## config.mk

```make
export PLATFORM = sky130hd
export DESIGN_NAME = rx_ml_deskew
export DESIGN_NICKNAME = d
export VERILOG_FILES = /design/src/rtl/rx_ml_deskew.sv
export SDC_FILE = /design/constraint.sdc
export NUM_CORES = 1
export LEC_CHECK = 0
export BUFFER_PORTS_ARGS = -buffer_cell sky130_fd_sc_hd__clkbuf_2
export CAP_MARGIN = 25
export CORE_ASPECT_RATIO = 0.5
export CORE_UTILIZATION = 35
export CTS_CLUSTER_SIZE = 14
export DETAILED_ROUTE_END_ITERATION = 7
export PLACE_DENSITY = 0.49
export SLEW_MARGIN = 20
export SYNTH_ARGS = -nofsm -noshare
export SYNTH_HDL_FRONTEND = slang
export SYNTH_SLANG_ARGS = --single-unit
export TNS_END_PERCENT = 1
```

## constraint.sdc

```tcl
create_clock -name i_rec_clk -period 5.9 [get_ports i_rec_clk]
set_clock_uncertainty 0.1 [all_clocks]
set_input_delay 0 -clock i_rec_clk [delete_from_list [all_inputs] [get_ports i_rec_clk]]
set_output_delay 0 -clock i_rec_clk [all_outputs]
set_load 0.02 [all_outputs]
```

## src/rtl/rx_ml_deskew.sv

```systemverilog
// rtl/rx_ml_deskew.sv - multi-lane receive deskew buffer aligned on alignment markers
//
// Purpose:
//   Each enabled lane starts writing into its own circular buffer at its first
//   alignment marker. Once every enabled lane holds at least the threshold,
//   all lanes are popped in lockstep, so words that carried markers on the
//   wire leave the block in the same output cycle. Overflow, underflow, marker
//   misalignment, lane-enable changes and resync requests all go through a
//   single-cycle ERR state that flushes the buffers and re-acquires.
//
// Ports:
//   i_rec_clk          sole clock
//   r_r_unif_rst_n     asynchronous active-low reset
//   i_r_wr_data        per-lane write words, lane k at [k*DATA_WIDTH +: DATA_WIDTH]
//   i_r_wr_data_valid  per-lane write strobe
//   i_r_wr_data_isam   per-lane alignment-marker flag
//   i_r_lane_en        per-lane participation enable
//   i_r_half_thres     occupancy needed on every enabled lane to start reading
//   i_r_rd_en          downstream read cadence
//   i_r_resync         flush and re-acquire request
//   o_r_rd_data        deskewed words (latency 1 from the pop)
//   o_r_rd_data_isam   marker flag of each output word
//   o_r_rd_data_valid  common output valid
//   o_r_state          IDLE=0, FILL=1, RUN=2, ERR=3
//   o_r_aligned        state is RUN
//   o_r_overflow       per-lane overflow pulse
//   o_r_underflow      per-lane underflow pulse
//   o_r_am_mismatch    marker misalignment pulse
//   o_r_occ            per-lane occupancy, (ADD_WIDTH+1) bits per lane
//   o_r_flow_cnt       saturating count of error-driven ERR entries

module rx_ml_deskew #(
  parameter int LANES      = 4,
  parameter int DATA_WIDTH = 9,
  parameter int ADD_WIDTH  = 4
) (
  input  logic                           i_rec_clk,
  input  logic                           r_r_unif_rst_n,
  input  logic [LANES*DATA_WIDTH-1:0]    i_r_wr_data,
  input  logic [LANES-1:0]               i_r_wr_data_valid,
  input  logic [LANES-1:0]               i_r_wr_data_isam,
  input  logic [LANES-1:0]               i_r_lane_en,
  input  logic [ADD_WIDTH-1:0]           i_r_half_thres,
  input  logic                           i_r_rd_en,
  input  logic                           i_r_resync,
  output logic [LANES*DATA_WIDTH-1:0]    o_r_rd_data,
  output logic [LANES-1:0]               o_r_rd_data_isam,
  output logic                           o_r_rd_data_valid,
  output logic [1:0]                     o_r_state,
  output logic                           o_r_aligned,
  output logic [LANES-1:0]               o_r_overflow,
  output logic [LANES-1:0]               o_r_underflow,
  output logic                           o_r_am_mismatch,
  output logic [LANES*(ADD_WIDTH+1)-1:0] o_r_occ,
  output logic [7:0]                     o_r_flow_cnt
);

  localparam int DEPTH = 1 << ADD_WIDTH;
  localparam int PW    = ADD_WIDTH + 1;
  localparam int WW    = DATA_WIDTH + 1;

  typedef enum logic [1:0] {
    ST_IDLE = 2'd0,
    ST_FILL = 2'd1,
    ST_RUN  = 2'd2,
    ST_ERR  = 2'd3
  } state_t;

  state_t state_q, state_d;
  logic   cnt_inc;

  logic                             in_err;
  logic                             pop_req;
  logic [LANES-1:0]                 rd_lane;
  logic [LANES-1:0]                 wr_lane;
  logic [LANES-1:0]                 ovf;
  logic [LANES-1:0]                 udf;
  logic [LANES-1:0]                 ready;
  logic [LANES-1:0]                 head_isam;
  logic [LANES-1:0][DATA_WIDTH-1:0] head_data;
  logic [LANES-1:0]                 lane_en_q;
  logic                             mismatch;
  logic                             err_flow;
  logic                             en_change;

  assign in_err  = (state_q == ST_ERR);
  assign pop_req = (state_q == ST_RUN) & i_r_rd_en;

  genvar g;
  generate
    for (g = 0; g < LANES; g++) begin : g_lane
      logic [PW-1:0] wr_ptr;
      logic [PW-1:0] rd_ptr;
      logic [PW-1:0] occ;
      logic [WW-1:0] mem [DEPTH];
      logic          got_am;
      logic          wr_try;
      logic [WW-1:0] head;

      assign occ = wr_ptr - rd_ptr;

      // An underflowing lane is not popped so its pointers stay consistent;
      // the buffers are flushed on the way through ERR anyway.
      assign rd_lane[g] = pop_req & i_r_lane_en[g] & (occ != '0);
      assign udf[g]     = pop_req & i_r_lane_en[g] & (occ == '0);

      assign wr_try = i_r_lane_en[g] & i_r_wr_data_valid[g]
                    & (got_am | i_r_wr_data_isam[g]) & ~in_err;

      // Occupancy never exceeds DEPTH, so its MSB alone marks a full buffer.
      assign ovf[g]     = wr_try & occ[ADD_WIDTH] & ~rd_lane[g];
      assign wr_lane[g] = wr_try & ~ovf[g];

      assign ready[g] = ~i_r_lane_en[g] | (occ >= {1'b0, i_r_half_thres});

      assign head         = mem[rd_ptr[ADD_WIDTH-1:0]];
      assign head_isam[g] = head[DATA_WIDTH];
      assign head_data[g] = head[DATA_WIDTH-1:0];

      assign o_r_occ[g*PW +: PW] = occ;

      always_ff @(posedge i_rec_clk or negedge r_r_unif_rst_n) begin
        if (!r_r_unif_rst_n) begin
          wr_ptr <= '0;
          rd_ptr <= '0;
          got_am <= 1'b0;
        end else if (in_err) begin
          wr_ptr <= '0;
          rd_ptr <= '0;
          got_am <= 1'b0;
        end else begin
          if (!i_r_lane_en[g]) begin
            wr_ptr <= '0;
            rd_ptr <= '0;
          end else begin
            if (wr_lane[g]) wr_ptr <= wr_ptr + PW'(1);
            if (rd_lane[g]) rd_ptr <= rd_ptr + PW'(1);
          end
          // Only a participating lane may arm itself; otherwise a later
          // enable from IDLE would start writing mid-stream.
          if (i_r_lane_en[g] & i_r_wr_data_valid[g] & i_r_wr_data_isam[g])
            got_am <= 1'b1;
        end
      end

      always_ff @(posedge i_rec_clk) begin
        if (wr_lane[g])
          mem[wr_ptr[ADD_WIDTH-1:0]] <= {i_r_wr_data_isam[g],
                                         i_r_wr_data[g*DATA_WIDTH +: DATA_WIDTH]};
      end
    end
  endgenerate

  // Misalignment: among the lanes actually popped, some carry a marker and
  // some do not.
  assign mismatch  = (|(rd_lane & head_isam)) & (|(rd_lane & ~head_isam));
  assign err_flow  = (|ovf) | (|udf) | mismatch;
  assign en_change = ((state_q == ST_FILL) | (state_q == ST_RUN))
                   & (i_r_lane_en != lane_en_q);

  always_ff @(posedge i_rec_clk or negedge r_r_unif_rst_n) begin
    if (!r_r_unif_rst_n) state_q <= ST_IDLE;
    else                 state_q <= state_d;
  end

  always_comb begin
    state_d = state_q;
    cnt_inc = 1'b0;
    case (state_q)
      ST_IDLE: if (|i_r_lane_en) state_d = ST_FILL;
      ST_FILL: if (&ready)       state_d = ST_RUN;
      ST_RUN:                    state_d = ST_RUN;
      default:                   state_d = ST_IDLE;
    endcase
    // Resync wins over any simultaneous error and is never counted.
    if (i_r_resync) begin
      state_d = ST_ERR;
    end else if (err_flow | en_change) begin
      state_d = ST_ERR;
      cnt_inc = err_flow;
    end
  end

  always_ff @(posedge i_rec_clk or negedge r_r_unif_rst_n) begin
    if (!r_r_unif_rst_n) begin
      o_r_rd_data       <= '0;
      o_r_rd_data_isam  <= '0;
      o_r_rd_data_valid <= 1'b0;
      o_r_overflow      <= '0;
      o_r_underflow     <= '0;
      o_r_am_mismatch   <= 1'b0;
      o_r_flow_cnt      <= '0;
      lane_en_q         <= '0;
    end else begin
      o_r_rd_data_valid <= pop_req & ~(|udf);
      if (pop_req) begin
        for (int k = 0; k < LANES; k++) begin
          o_r_rd_data[k*DATA_WIDTH +: DATA_WIDTH] <= rd_lane[k] ? head_data[k] : '0;
          o_r_rd_data_isam[k]                     <= rd_lane[k] & head_isam[k];
        end
      end
      o_r_overflow    <= ovf;
      o_r_underflow   <= udf;
      o_r_am_mismatch <= mismatch;
      lane_en_q       <= i_r_lane_en;
      if (cnt_inc && (o_r_flow_cnt != 8'hFF))
        o_r_flow_cnt <= o_r_flow_cnt + 8'd1;
    end
  end

  assign o_r_state   = state_q;
  assign o_r_aligned = (state_q == ST_RUN);

endmodule

```

==> metrics <==
area share of xor/xnor cells in the synthesized design 2.01%; Rel. slew slack 32.1%; Initial DRC Count 1,287; Post-CTS Setup Bufs 0; max-slew violation count 0; Crit Path Class register to register; cell area after synthesis 0.0304 mm²; Hold Path Sink lane_en_q[1]; # DRC 0; largest net degree at the start of global routing 66; Finished Layout Cells 3,013; ANT cells 0; # hold bufs at CTS 62; synth unique cells 59; first-pass GRT wire length 108 mm; total vias in the final route 15,000; clock tree buffer depth 3; Clock transition at path regs 0.06 ns; DR vias/cell 4.98; Pleak 12.0 nW; DP HPWL 45.1 mm; R2R cell count 11; Syn Inst Count 1,561; largest family of logic cells by synthesized area multiplexers; worst reg2reg endpoint o_r_state[0]; Achievable Freq 225 MHz; CP Data Arrival Time 4.87 ns; Finish-stage setup viols 0; most common cell after layout, fill and taps aside edfxtp_1; Yosys warnings 0; Hold Crit Depth 2; min Tclk post-route 4.44 ns; maximum VDD drop 0.000203 V; Post-Route WL 72.7 mm; core area 0.0861 mm²; starting density of the core 35.3%; share of layout cells above drive strength 1 26.7%; hold path start i_r_lane_en[1]; DRT Pass-1 Iters 5; Syn Nets 1,678; syn avg cell area 19.5 µm²; post-synthesis register bit count 748; CTS tree yes; Critical R2R Launch g_lane[0].rd_ptr[2]; area taken by multi-input logic gates 0.00806 mm²; total power 11.1 mW; port bufs 136; critical path capture point type register; area delta synth->final 16.2%; EDFF count, synth 640; routed wire length per instance 24.1 µm; Root Buffer clkbuf_16; RSZ-0062 raised after global routing false; Hold Crit Class primary input to register; most frequent cells in the layout edfxtp_1, mux4_2, clkbuf_2, dfrtp_1, nor2_1; mux share of post-synthesis cell area 15.2%; max_cap viols 0; PwrDens 315 mW/mm²; H-Tree Depth 3; boundary pin count 137; num rows 76; GR Util All Layers 16.9%; Inserted Clock Buffers 70; Detail Route Antenna Nets 0; Least-Margin Pin Slew 1.01 ns; Worst-Skew Late Latency 0.64 ns; chip height 210 µm; DP Area 0.0325 mm²; Async SR Flop Fraction 14.4%; initial antenna violation count 0; final setup TNS 0 ns; vias in the first global route 15,700; CTS sink cnt 748; flop-to-flop setup slack 1.46 ns; Max FO, Critical Path 14; register area share after synthesis 72.1%; Post-Synth Adder-Cell Area 2.61%; post-route cell area 0.0353 mm²; # fillers 7,763; register area 0.0219 mm²; Resize count post-CTS 0; Total Nets Final 1,907; simple-gate share of the synthesized area 3.97%; Synth Flop Type edfxtp_1; Placed Cells incl. Taps 2,823; outcome finished, final reports clean; Synth Area in Compound Gates 2.59%; die area 0.0882 mm²; final hold slack 0.0806 ns; RePlAce Congestion 0.774; total gr overflow 0; Final Cycle Share 75.3%; final hold vios 0; Required @ worst endpoint 6.32 ns; die width 419 µm; CP Launch Type register
cell families after synthesis:
logic type | after synthesis
flops | 748
compound gates | 108
fa+ha+maj | 61
simple gates | 247
buf+inv | 123
mux | 214
xor+xnor | 60
state kept, by name (all words and copies together) (netlist names):
register,cells
o_r_flow_cnt,8
o_r_overflow,4
o_r_underflow,4
o_r_state,2
g_lane.wr_ptr,20
o_r_am_mismatch,1
o_r_rd_data_valid,1
lane_en_q,4
g_lane.rd_ptr,20
o_r_rd_data_isam,4
g_lane.mem,640
o_r_rd_data,36
g_lane.got_am,4
Yosys cell counts (all sizes together), types with 2 or more instances:
library cell / n / area, µm²
nor3: 11 / 55.1
mux2i: 13 / 130
nor2: 84 / 315
mux2: 4 / 45.0
and3: 8 / 50.1
and2: 34 / 213
fa: 4 / 80.1
xor2: 42 / 390
a31oi: 5 / 31.3
o41ai: 2 / 17.5
o31ai: 7 / 67.6
a21boi: 4 / 30.0
nor4: 4 / 25.0
a21oi: 19 / 144
nor3b: 2 / 15.0
a22o: 18 / 158
a21o: 6 / 45.0
o21ai: 31 / 159
or3: 8 / 50.1
nand4: 7 / 43.8
a2111oi: 2 / 23.8
clkbuf: 34 / 128
nor4b: 5 / 58.8
o311ai: 4 / 35.0
nand2: 56 / 210
mux4: 197 / 4440
ha: 57 / 713
dfrtp: 108 / 2700
nand2b: 14 / 87.6
a211oi: 4 / 30.0
inv: 60 / 225
nand3: 10 / 50.1
edfxtp: 640 / 19200
buf: 28 / 129
xnor2: 18 / 221
o211ai: 2 / 15.0
routing by layer:
metal / up-vias / global-route usage [%] / wire length [µm]
met5: - / 0.492 / 55
met4: 2 / 3.70 / 1180
met1: 7998 / 24.5 / 34500
met2: 255 / 26.1 / 34200
li1: 6664 / - / -
met3: 88 / 3.52 / 2720
worst max path at each step:
| stage | startpoint | endpoint | slack, ns | cells past startpoint |
|---|---|---|---|---|
| after floorplan | g_lane[2].rd_ptr[1] | g_lane[2].mem[3][0] | 1.62 | 11 |
| after global placement | g_lane[3].rd_ptr[2] | g_lane[3].mem[6][3] | 1.74 | 8 |
| after detailed placement | g_lane[3].rd_ptr[2] | g_lane[3].mem[11][4] | 1.66 | 8 |
| after CTS | g_lane[0].rd_ptr[2] | o_r_state[0] | 1.40 | 11 |
| after global routing | g_lane[0].rd_ptr[2] | o_r_state[1] | 1.18 | 14 |
| final | g_lane[0].rd_ptr[2] | o_r_state[0] | 1.46 | 11 |
through the flow:
step	utilization (%)	worst slack (ns)
6_report	41.1	1.46
5_1_grt	41.1	1.18
4_1_cts	41.0	1.40
3_5_place_dp	37.8	1.66
3_3_place_gp	37.8	1.74
2_1_floorplan	-	1.62
critical path: stages (launching register included):
cell and delay, ns:
dfrtp_1 0.84, inv_1 0.23, ha_1 0.40, a21o_1 0.21
a21oi_2 0.25, xnor2_4 0.20, nor4_1 0.13, or4_4 0.57
nor4b_4 0.50, and2_1 0.22, nand4b_1 0.09, dlygate4sd3_1 0.59
where the power goes:
| group | switching (mW) | internal (mW) |
|---|---|---|
| clock network | 2.02 | 2.38 |
| registers | 0.0683 | 5.84 |
| logic | 0.535 | 0.275 |
final cells by class:
class | instances | area share [%]
timing repair buffer | 219 | 4.20
sequential | 748 | 62.1
inverter | 61 | 0.648
clock buffer | 101 | 5.43
clock inverter | 24 | 0.701
multi-input combinational | 690 | 22.8
tap | 1170 | 4.14
Power figures use the tool's default switching activity.
